`src/rtl/dcache_ctrl_pkg.sv`:
```
// Shared types for the dcache miss/writeback/flush sequencer: address fields,
// default geometry and the controller state encoding.
package dcache_ctrl_pkg;
  localparam int          DNSETS      = 8;
  localparam int          DIDX_W      = $clog2(DNSETS);
  localparam int          DTAG_W      = 32 - 3 - DIDX_W;
  localparam logic [31:0] DHITCNT_ADR = 32'h0000_3100;

  typedef struct packed {
    logic [DTAG_W-1:0] tag;
    logic [DIDX_W-1:0] idx;
    logic              blkoff;
    logic [1:0]        bytoff;
  } dcachef_t;

  typedef enum logic [3:0] {
    IDLE, WB0, WB1, LD0, LD1, FCHK, FWB0, FWB1, FCNT, DONE
  } dcctl_state_t;
endpackage

```
`src/rtl/dcache_ctrl.sv`:
```
// Miss/writeback/flush sequencer for the 2-way set-assoc dcache: victim writeback,
// 2-word fill, and a halt-time walk that writes back dirty blocks and the hit count.
module dcache_ctrl
  import dcache_ctrl_pkg::*;
#(
  parameter int          NSETS       = 8,
  parameter logic [31:0] HITCNT_ADDR = 32'h0000_3100,
  localparam int         IDX_W       = $clog2(NSETS),
  localparam int         TAG_W       = 32 - 3 - IDX_W
) (
  input  logic             CLK,
  input  logic             RST,
  input  logic             halt,
  input  logic             dmemREN,
  input  logic             dmemWEN,
  input  logic [31:0]      dmemaddr,
  input  logic             lk_hit,
  input  logic             lk_lru,
  output logic [IDX_W-1:0] ctl_idx,
  output logic             ctl_way,
  output logic             ctl_blk,
  input  logic             ctl_valid,
  input  logic             ctl_dirty,
  input  logic [TAG_W-1:0] ctl_tag,
  input  logic [31:0]      ctl_rdata,
  output logic             fill_wen,
  output logic             clean_wen,
  output logic             dhit,
  output logic             flushed,
  output logic             dREN,
  output logic             dWEN,
  output logic [31:0]      daddr,
  output logic [31:0]      dstore,
  input  logic             dwait,
  input  logic [31:0]      dload
);
  dcctl_state_t     state_q, state_d;
  logic [31:0]      hitcnt_q, hitcnt_d;
  logic             retry_q, retry_d;
  logic [IDX_W:0]   ptr_q, ptr_d;     // {set, way}: way is the fast-moving bit
  logic             way_q, way_d;

  logic [IDX_W-1:0] idx_in;
  logic             req, ptr_last;
  logic             unused_boff;

  assign idx_in      = dmemaddr[3 +: IDX_W];
  assign req         = dmemREN | dmemWEN;
  assign ptr_last    = (ptr_q == {IDX_W'(NSETS - 1), 1'b1});
  assign unused_boff = ^dmemaddr[2:0];

  always_comb begin
    state_d   = state_q;
    hitcnt_d  = hitcnt_q;
    retry_d   = retry_q;
    ptr_d     = ptr_q;
    way_d     = way_q;
    ctl_idx   = idx_in;
    ctl_way   = way_q;
    ctl_blk   = 1'b0;
    fill_wen  = 1'b0;
    clean_wen = 1'b0;
    dhit      = 1'b0;
    flushed   = 1'b0;
    dREN      = 1'b0;
    dWEN      = 1'b0;
    daddr     = '0;
    dstore    = '0;
    case (state_q)
      IDLE: begin
        ctl_way = lk_lru;
        dhit    = lk_hit & req & ~halt;
        if (halt) begin
          state_d = FCHK;
          ptr_d   = '0;
        end else if (dhit) begin
          // the re-lookup after a fill is the same access, so it is not counted
          if (!retry_q) hitcnt_d = hitcnt_q + 32'd1;
          retry_d = 1'b0;
        end else if (req) begin
          way_d   = lk_lru;
          state_d = (ctl_valid & ctl_dirty) ? WB0 : LD0;
        end
      end
      WB0, WB1: begin
        ctl_blk = (state_q == WB1);
        dWEN    = 1'b1;
        daddr   = {ctl_tag, idx_in, ctl_blk, 2'b00};
        dstore  = ctl_rdata;
        if (!dwait) begin
          if (state_q == WB0) state_d = WB1;
          else begin
            clean_wen = 1'b1;
            state_d   = halt ? IDLE : LD0;
          end
        end
      end
      LD0, LD1: begin
        ctl_blk = (state_q == LD1);
        dREN    = 1'b1;
        daddr   = {dmemaddr[31:3], ctl_blk, 2'b00};
        if (!dwait) begin
          fill_wen = 1'b1;
          if (state_q == LD0) state_d = LD1;
          else begin
            retry_d = 1'b1;
            state_d = IDLE;
          end
        end
      end
      FCHK: begin
        ctl_idx = ptr_q[IDX_W:1];
        ctl_way = ptr_q[0];
        if (ctl_valid & ctl_dirty) state_d = FWB0;
        else if (ptr_last)         state_d = FCNT;
        else                       ptr_d   = ptr_q + 1'b1;
      end
      FWB0, FWB1: begin
        ctl_idx = ptr_q[IDX_W:1];
        ctl_way = ptr_q[0];
        ctl_blk = (state_q == FWB1);
        dWEN    = 1'b1;
        daddr   = {ctl_tag, ptr_q[IDX_W:1], ctl_blk, 2'b00};
        dstore  = ctl_rdata;
        if (!dwait) begin
          if (state_q == FWB0) state_d = FWB1;
          else begin
            clean_wen = 1'b1;
            if (ptr_last) state_d = FCNT;
            else begin
              ptr_d   = ptr_q + 1'b1;
              state_d = FCHK;
            end
          end
        end
      end
      FCNT: begin
        dWEN   = 1'b1;
        daddr  = HITCNT_ADDR;
        dstore = hitcnt_q;
        if (!dwait) state_d = DONE;
      end
      DONE:    flushed = 1'b1;
      default: state_d = IDLE;
    endcase
    // a reset edge must never commit a half-finished transfer into the arrays
    if (RST) begin
      fill_wen  = 1'b0;
      clean_wen = 1'b0;
    end
  end

  always_ff @(posedge CLK) begin
    if (RST) begin
      state_q  <= IDLE;
      hitcnt_q <= '0;
      retry_q  <= 1'b0;
      ptr_q    <= '0;
      way_q    <= 1'b0;
    end else begin
      state_q  <= state_d;
      hitcnt_q <= hitcnt_d;
      retry_q  <= retry_d;
      ptr_q    <= ptr_d;
      way_q    <= way_d;
    end
  end
endmodule

```
`config.mk`:
```
export PLATFORM = sky130hd
export DESIGN_NAME = dcache_ctrl
export DESIGN_NICKNAME = d
export VERILOG_FILES = /design/src/rtl/dcache_ctrl_pkg.sv /design/src/rtl/dcache_ctrl.sv
export SDC_FILE = /design/constraint.sdc
export NUM_CORES = 1
export LEC_CHECK = 0
export ABC_CLOCK_PERIOD_IN_PS = 2800
export BUFFER_PORTS_ARGS = -buffer_cell sky130_fd_sc_hd__buf_4
export CAP_MARGIN = 40
export CORE_MARGIN = 2
export CORE_UTILIZATION = 43
export CTS_CLUSTER_DIAMETER = 120
export CTS_CLUSTER_SIZE = 25
export DETAILED_ROUTE_END_ITERATION = 12
export PLACE_DENSITY = 0.8
export SETUP_SLACK_MARGIN = 0.4
export SYNTH_ARGS = -nofsm -noshare
export SYNTH_HDL_FRONTEND = slang
export SYNTH_SLANG_ARGS = --single-unit
export TNS_END_PERCENT = 50
```
`constraint.sdc`:
```
create_clock -name CLK -period 2.8 [get_ports CLK]
set_input_delay 0.28 -clock CLK [delete_from_list [all_inputs] [get_ports CLK]]
set_output_delay 0.28 -clock CLK [all_outputs]
set_load 0.01 [all_outputs]
```
==> results by stage, run 1 <==
STA:
- The post-route worst hold slack is 0.280 ns.
- The ratio of final minimum period to clock period is 84.8%.
- In the post-route analysis, the smallest setup slack over all paths is 0.427 ns.
- The final clock skew is 0.0120 ns.
- The clock period minus worst slack is 2.37 ns.
- Based on the critical path, the design can be clocked at up to 0.421 GHz.
- The worst relative slew slack is 45.7%.
- The number of pins with negative max-slew slack in the final report is 0.
- The count of final setup violators is 0.
- The transition time at the pin with the least slew margin is 0.794 ns.
- The final count of hold timing violations was 0.
- Setup repair after global routing could not meet its margin everywhere.
- Summed over all failing endpoints, the final setup total negative slack is 0 ns.

Global route:
- The initial antenna violation count is 0.
- The overall routing resource usage is 25.0%.
- The number of global-route vias before repair is 3223.
- After global routing the overflow that remains totals 0.
- Entering global routing, the biggest net connects 52 pins.
- The first-pass GRT wire length is 15.7 mm.

Worst setup path:
- Walking the worst path, the cells encountered are or4_1 > or3_1 > clkinv_8 > nand4_4 > nor3_1 > mux2_1.
- Grouping stages by cell kind, the critical path spends the most delay in simple AND/OR/NAND/NOR gates.
- Of all nets on the critical path, the largest fanout is 8.
- The delay contributed by the slowest stage of the critical path is 0.55 ns.
- The data required time of the worst path is 2.98 ns.
- The kind of end point of the critical path is a flop.
- The critical path's slowest cell is or4_1.
- The setup slack of the worst register-to-register path is 0.43 ns.
- The number of buffers and inverters on the critical path is 1.
- The data arrival time of the worst path is 2.55 ns.
- The worst setup path is launched from a flop.
- The worst setup path is of the reg2reg kind.

Floorplan:
- The count of boundary I/O pins is 207.
- The initial standard-cell utilization of the core is 43.6%.
- The chip width is 89.1 µm.
- In this run the core area contains 31 standard-cell rows.
- The core box area is 7140 µm².
- The floorplan step defined a die boundary enclosing 7940 µm².
- The height of the die is 89.1 µm.

Logic synthesis:
- The post-synthesis cell type count is 52.
- The post-synthesis sequential area ratio is 27.0%.
- The leading register cell type out of synthesis is dfxtp_1.
- The summed instance area of the synthesized netlist is 3110 µm².
- The flip-flop and latch count after synthesis is 42.
- Counting flops with an async set or reset pin after synthesis yields a share of 0%.
- Sorting the synthesized cells by how often they occur yields 55 x a22o_1, 45 x nor2_1, 42 x dfxtp_1.
- Summed over all instances, the cell type with the most area after synthesis is dfxtp_1.
- The area share of the largest cell type after synthesis is 27.0%.
- By area the synthesized netlist is led by dfxtp_1 27%, a22o_1 15%, nor2_1 5.4%.
- The synthesized instance count is 392.
- The library cell with the highest instance count after synthesis is a22o_1.
- Averaged over all synthesized cells, the footprint is 7.94 µm².
- The number of warning messages in the yosys log is 0.
- In this run, synthesis inferred 0 flip-flops with an integrated enable.

Drt:
- The total wire length is 10.6 mm.
- The detailed router finished its first iteration with 212 violations.
- In the routed layout, each cell is associated on average with a via count of 5.71.
- The first detailed-routing pass ran for 5 iterations.
- The remaining number of nets flagged by the antenna check after routing is 0.
- The detailed-route DRC error count is 0.
- The detailed router placed 3736 vias in this run.
- Dividing the detail-routed wire length by the instance count gives 16.3 µm.

Final layout:
- The number of antenna diodes in the final layout is 0.
- In the final layout, the share of cells above drive strength 1 is 38.2%.
- Fill cells in the final layout number 633.
- The post-synthesis to final-layout area growth is 49.0%.
- After the last flow step, the layout net total stands at 688.

Power:
- Across the VDD grid, the largest voltage drop is 0.509 mV.
- The areal power density over the cells is 902 nW/µm².
- The static leakage is 2.09 nW.

Placed design:
- The final RePlAce weighted congestion is 0.924.
- Detailed placement finished with a half-perimeter wire length of 8.00 mm.
- The worst setup timing slack at the placement stage is 0.355 ns.
- During placement, the flow inserted port buffers numbering 169.

Clocking:
- The number of sinks handled by clock tree synthesis is 42.
- The clock-pin slew of the registers on the worst-case setup and hold paths is 0.08 ns.
- The clock buffer count from CTS is 5.
- The clock tree synthesis step divided the H-tree into 2 levels.
- The TritonCTS clock tree is done.
- The tree is rooted in a clkbuf_8.
- The later-pin clock latency in the skew report is 0.30 ns.
- No sink is reached through more buffers than the 2 on the longest clock path.
- Buffers inserted to repair hold after CTS numbered 0.

Run status:
- The run finished with clean final reports.

Hold path:
- The tightest min-delay check is of the in2reg type.

Job:
- The number of max-cap violations is 0.
-- what timing repair did --
item                       CTS  global route
setup endpoints to repair   58            67
pin swaps                    1             0
gates cloned                 1             0
setup buffers                2             0
gates resized for setup      0             9
-- metal layers --
| metal | wire length [µm] | global-route usage, % | share of wire (%) | up-vias |
|---|---|---|---|---|
| met3 | 850 | 4.62 | 8.0 | 20 |
| met1 | 4100 | 30.0 | 39 | 1757 |
| met4 | 172 | 5.70 | 1.6 | 0 |
| li1 | - | - | - | 1794 |
| met2 | 5520 | 46.2 | 52 | 165 |
| met5 | 0 | 0 | 0 | - |
-- flip-flops by register name (all words and copies together), names as in the netlist --
| register | cells |
|---|---|
| retry_q | 1 |
| way_q | 1 |
| state_q | 4 |
| ptr_q | 4 |
| hitcnt_q | 32 |
-- path summary, 6_finish.rpt --
kind | from | to | depth (start not counted)
min reg2reg | way_q | way_q | 2
min | lk_lru | way_q | 3
max | state_q[0] | hitcnt_q[31] | 6
max reg2reg | state_q[0] | hitcnt_q[31] | 6
-- kinds of logic (layout without fill, tap and decap cells) --
kind of cell	after synthesis	in the layout	share of synthesized area, %
and+or+nand+nor	159	160	28.3
other	1	2	0.120
muxes	13	13	4.50
DFF	42	42	27.0
xor gates and xnor gates	22	22	6.19
adders and majority gates	2	2	0.804
AOI/OAI and AO/OA	113	113	27.3
buffers and inverters	40	201	5.75
-- metrics by stage --
| step | total power, mW | cells | utilization (%) | cell area [µm²] |
|---|---|---|---|---|
| final | 4.19 | 654 | 65.0 | 4640 |
| after global routing | 4.48 | 654 | 65.0 | 4640 |
| after CTS | 4.14 | 654 | 64.4 | 4600 |
| after detailed placement | 3.67 | 643 | 62.8 | 4480 |
| after global placement | 3.62 | 643 | 62.8 | 4480 |
| after floorplan | 2.37 | 393 | - | 3120 |
-- power breakdown --
part	switching [mW]	internal (mW)	leakage, nW	total, mW
Combinational	1.56	1.57	1.71	3.13
Sequential	0.0311	0.627	0.339	0.658
Clock	0.217	0.175	0.0441	0.392
-- placed cells by master, fill, tap and decap left out, types with 7 or more instances in the layout --
cell type	count
a21oi_1	19
a22o_1	55
and3_1	9
buf_4	181
dfxtp_1	42
inv_1	9
mux2_2	7
nand2_1	22
nand3_1	14
nand4_1	12
nor2_1	42
nor2b_1	9
nor3_1	8
o21ai_0	11
or3_1	9
xor2_1	16
-- worst register-to-register path, delay by kind of cell (launching register included) --
kind / cells / cell delay [ns]
buffers and inverters: 1 / 0.12
DFF: 1 / 0.33
muxes: 1 / 0.33
and+or+nand+nor: 4 / 1.48
-- cell type report --
type	count	area, µm²	share of cell area (%)
multi-input combinational	312	2140	46.1
timing repair buffer	183	1390	30.0
sequential	42	841	18.1
tap	99	124	2.67
clock buffer	5	68.8	1.48
inverter	10	50.0	1.08
clock inverter	3	21.3	0.458
No activity file was read; power rests on OpenSTA's default activity.
==> inputs of run 2 (changes only) <==
ABC_CLOCK_PERIOD_IN_PS = 2200   (was 2800)
clock period = 2.2 ns   (was 2.8 ns; I/O delays follow)
==> results by stage, run 2 (same netlist as run 1, synthesis figures left out) <==
Run status:
- The flow ran to the end, and the final reports show no timing, DRC or antenna violations.

Power:
- The static leakage is 2.33 nW.
- The largest voltage drop on the vdd net is 0.577 mV.
- The total power after layout is 6.24 mW.
- In this run the power density over the cells is 1190 nW/µm².

Global route:
- The initial antenna violation count was 0.
- The first-pass GRT wire length is 16.4 mm.
- The overall routing resource usage is 26.3%.
- The number of global-route vias before repair is 3396.
- Entering global routing, the biggest net connects 52 pins.
- The total grt overflow is 0.

Clocking:
- For this design, the sink count on the clock tree is 42.
- The clock-pin slew of the registers on the worst-case setup and hold paths is 0.08 ns.
- In this run, CTS created clock tree buffers numbering 5.
- The root buffer cell chosen for the clock tree is clkbuf_8.
- TritonCTS built the clock tree.
- For the worst-skew pair, the clock arrives at the later sink with an insertion delay of 0.29 ns.
- The count of H-tree levels built during CTS is 2.
- The clock passes through at most 2 buffers.

Final layout:
- The repair_antennas step left the layout with diodes totalling 0.
- At the end of the flow, the number of nets in the layout was 713.
- In the layout the commonest cells are 167 x buf_4, 55 x a22o_1, 37 x nor2_1.
- In the final layout, the registers with the most flip-flops are hitcnt_q: 32 flops, ptr_q: 4 flops, state_q: 4 flops.
- For this run, the share of the core covered by cells in the final layout is 73.4%.
- The fraction of layout cells with a size suffix above 1 is 45.4%.
- The filler cells instantiated in the layout total 582.
- Relative to the synthesized area, the layout overhead comes to 68.3%.
- The largest register by flop count is hitcnt_q.
- The most common cell after layout, fill and taps aside is buf_4.
- The number of flip-flops in the largest register is 32.

Drt:
- The per-cell routed wire length is 17.0 µm.
- The detailed-route DRC error count is 0.
- The total wire length is 11.5 mm.
- The detailed router's first-iteration violation count is 242.
- For this block, the via count after detailed routing is 3833.
- After detailed routing, the number of vias per cell comes to 5.65.
- Once detail routing completed, the nets flagged for antenna violations numbered 0.
- For this run, the detailed router's first-pass iteration total came to 4.

Hold path:
- The end point of the worst hold path is way_q.
- The worst hold path cell count is 3.
- The origin of the worst min-delay path is lk_lru.
- The tightest min-delay check is of the in2reg type.

Floorplan:
- The count of boundary I/O pins is 207.
- The initialized floorplan defines 31 standard-cell rows.
- In this run the horizontal extent of the chip is 89.1 µm.
- The die covers 7940 µm².
- The core box area is 7140 µm².
- In this run the vertical extent of the chip is 89.1 µm.
- The initial standard-cell utilization of the core is 43.6%.

Worst setup path:
- In this run the critical register-to-register path is captured at hitcnt_q[31].
- The source of the worst register-to-register timing path is state_q[1].
- The data required time of the worst path is 1.98 ns.
- The critical path class is reg2out.
- Along the worst path, the maximum fanout reaches 6.
- The depth of the worst register-to-register path is 6.
- STA classifies the critical path endpoint as an output pin.
- The worst setup path is launched from a flop.
- For the worst setup path, the data arrival time is 1.88 ns.
- The setup slack of the worst register-to-register path is 0.11 ns.

STA:
- The number of pins with negative max-slew slack in the final report is 0.
- Dividing the final minimum period by the clock period gives 95.5%.
- In the post-route analysis, the smallest setup slack over all paths is 0.100 ns.
- The count of final setup violators is 0.
- Between clock sinks in the finished design, the worst skew comes to 0.00551 ns.
- Timing would allow up to 0.476 GHz.
- Setup repair after global routing could not meet its margin everywhere.
- The post-route worst hold slack is 0.220 ns.
- The transition time at the pin with the least slew margin is 0.551 ns.
- Headroom to the max-slew limit came out at 63.3%.
- Counting I/O delays and the setup requirement, the final critical path takes 2.10 ns.
- The final count of hold timing violations came to 0.

Placed design:
- The worst setup timing slack at the placement stage is -0.0151 ns.
- The number of port buffers is 169.
- The wire-length estimate of the detail-placed layout is 7.79 mm.
- The final RePlAce weighted congestion is 0.898.

Job:
- The number of max-cap violations is 0.
==> run 2: cell count changes in the layout (fill, tap and decap cells not counted), sizes merged <==
cell / change
clkbuf: +4
clkinv: -2
buf: +23
clkinvlp: -1
nor2: -1
bufinv: +1
==> run 2: power breakdown <==
| part | internal (mW) | switching (mW) | leakage, nW |
|---|---|---|---|
| clock network | 0.363 | 0.265 | 0.0573 |
| logic | 2.62 | 2.13 | 1.93 |
| registers | 0.808 | 0.0547 | 0.342 |
==> run 2: per-stage QoR <==
stage / instances / TNS (ns) / cell area, µm²
floorplan: 393 / -0.0436 / 3150
global placement: 649 / -0.0281 / 4570
detailed placement: 650 / -0.0151 / 4590
CTS: 673 / 0 / 4960
global route: 678 / 0 / 5240
finish: 678 / 0 / 5240
==> run 2: area by class of cell <==
| type | instances | area (µm²) | share of cell area, % |
|---|---|---|---|
| Sequential cell | 42 | 851 | 16.2 |
| Clock buffer | 6 | 82.6 | 1.58 |
| Timing Repair Buffer | 209 | 1860 | 35.4 |
| Multi-Input combinational cell | 311 | 2250 | 42.9 |
| Inverter | 10 | 50.0 | 0.955 |
| Tap cell | 99 | 124 | 2.36 |
| Clock inverter | 1 | 30.0 | 0.573 |
==> run 2: repair_timing <==
item	4_1_cts	5_1_grt
hold endpoints to repair	0	0
endpoints found under the setup margin	106	109
cloned	3	3
setup buffers	13	2
hold buffers	0	0
resized for setup	24	52
pin swaps	11	27
==> run 2: routing by layer <==
metal  vias to the layer above  track usage, %  share of wire (%)
met5                         -               0                  0
met4                         0            6.24                1.1
met2                       141            49.6                 53
li1                       1853               -                  -
met3                        13            4.71                7.5
met1                      1826            30.6                 39
==> run 2: worst max-delay path: stages (launching register included) <==
cell and delay (ns):
dfxtp_2 0.35, nand2b_4 0.16, buf_6 0.12, or2_4 0.23, a21oi_4 0.18, buf_6 0.15
clkbuf_16 0.14, a22o_1 0.16, buf_6 0.11
==> run 2: how the worst max path moves through the flow <==
stage                    start  slack, ns            to  depth (start not counted)
floorplan           state_q[1]      -0.04  hitcnt_q[31]                          8
global placement    state_q[2]      -0.03    dstore[31]                          5
detailed placement  state_q[1]      -0.02  hitcnt_q[31]                          6
CTS                 state_q[2]       0.09     daddr[22]                          8
global route        state_q[3]       0.04  hitcnt_q[16]                          6
finish              state_q[2]       0.10     daddr[27]                          8
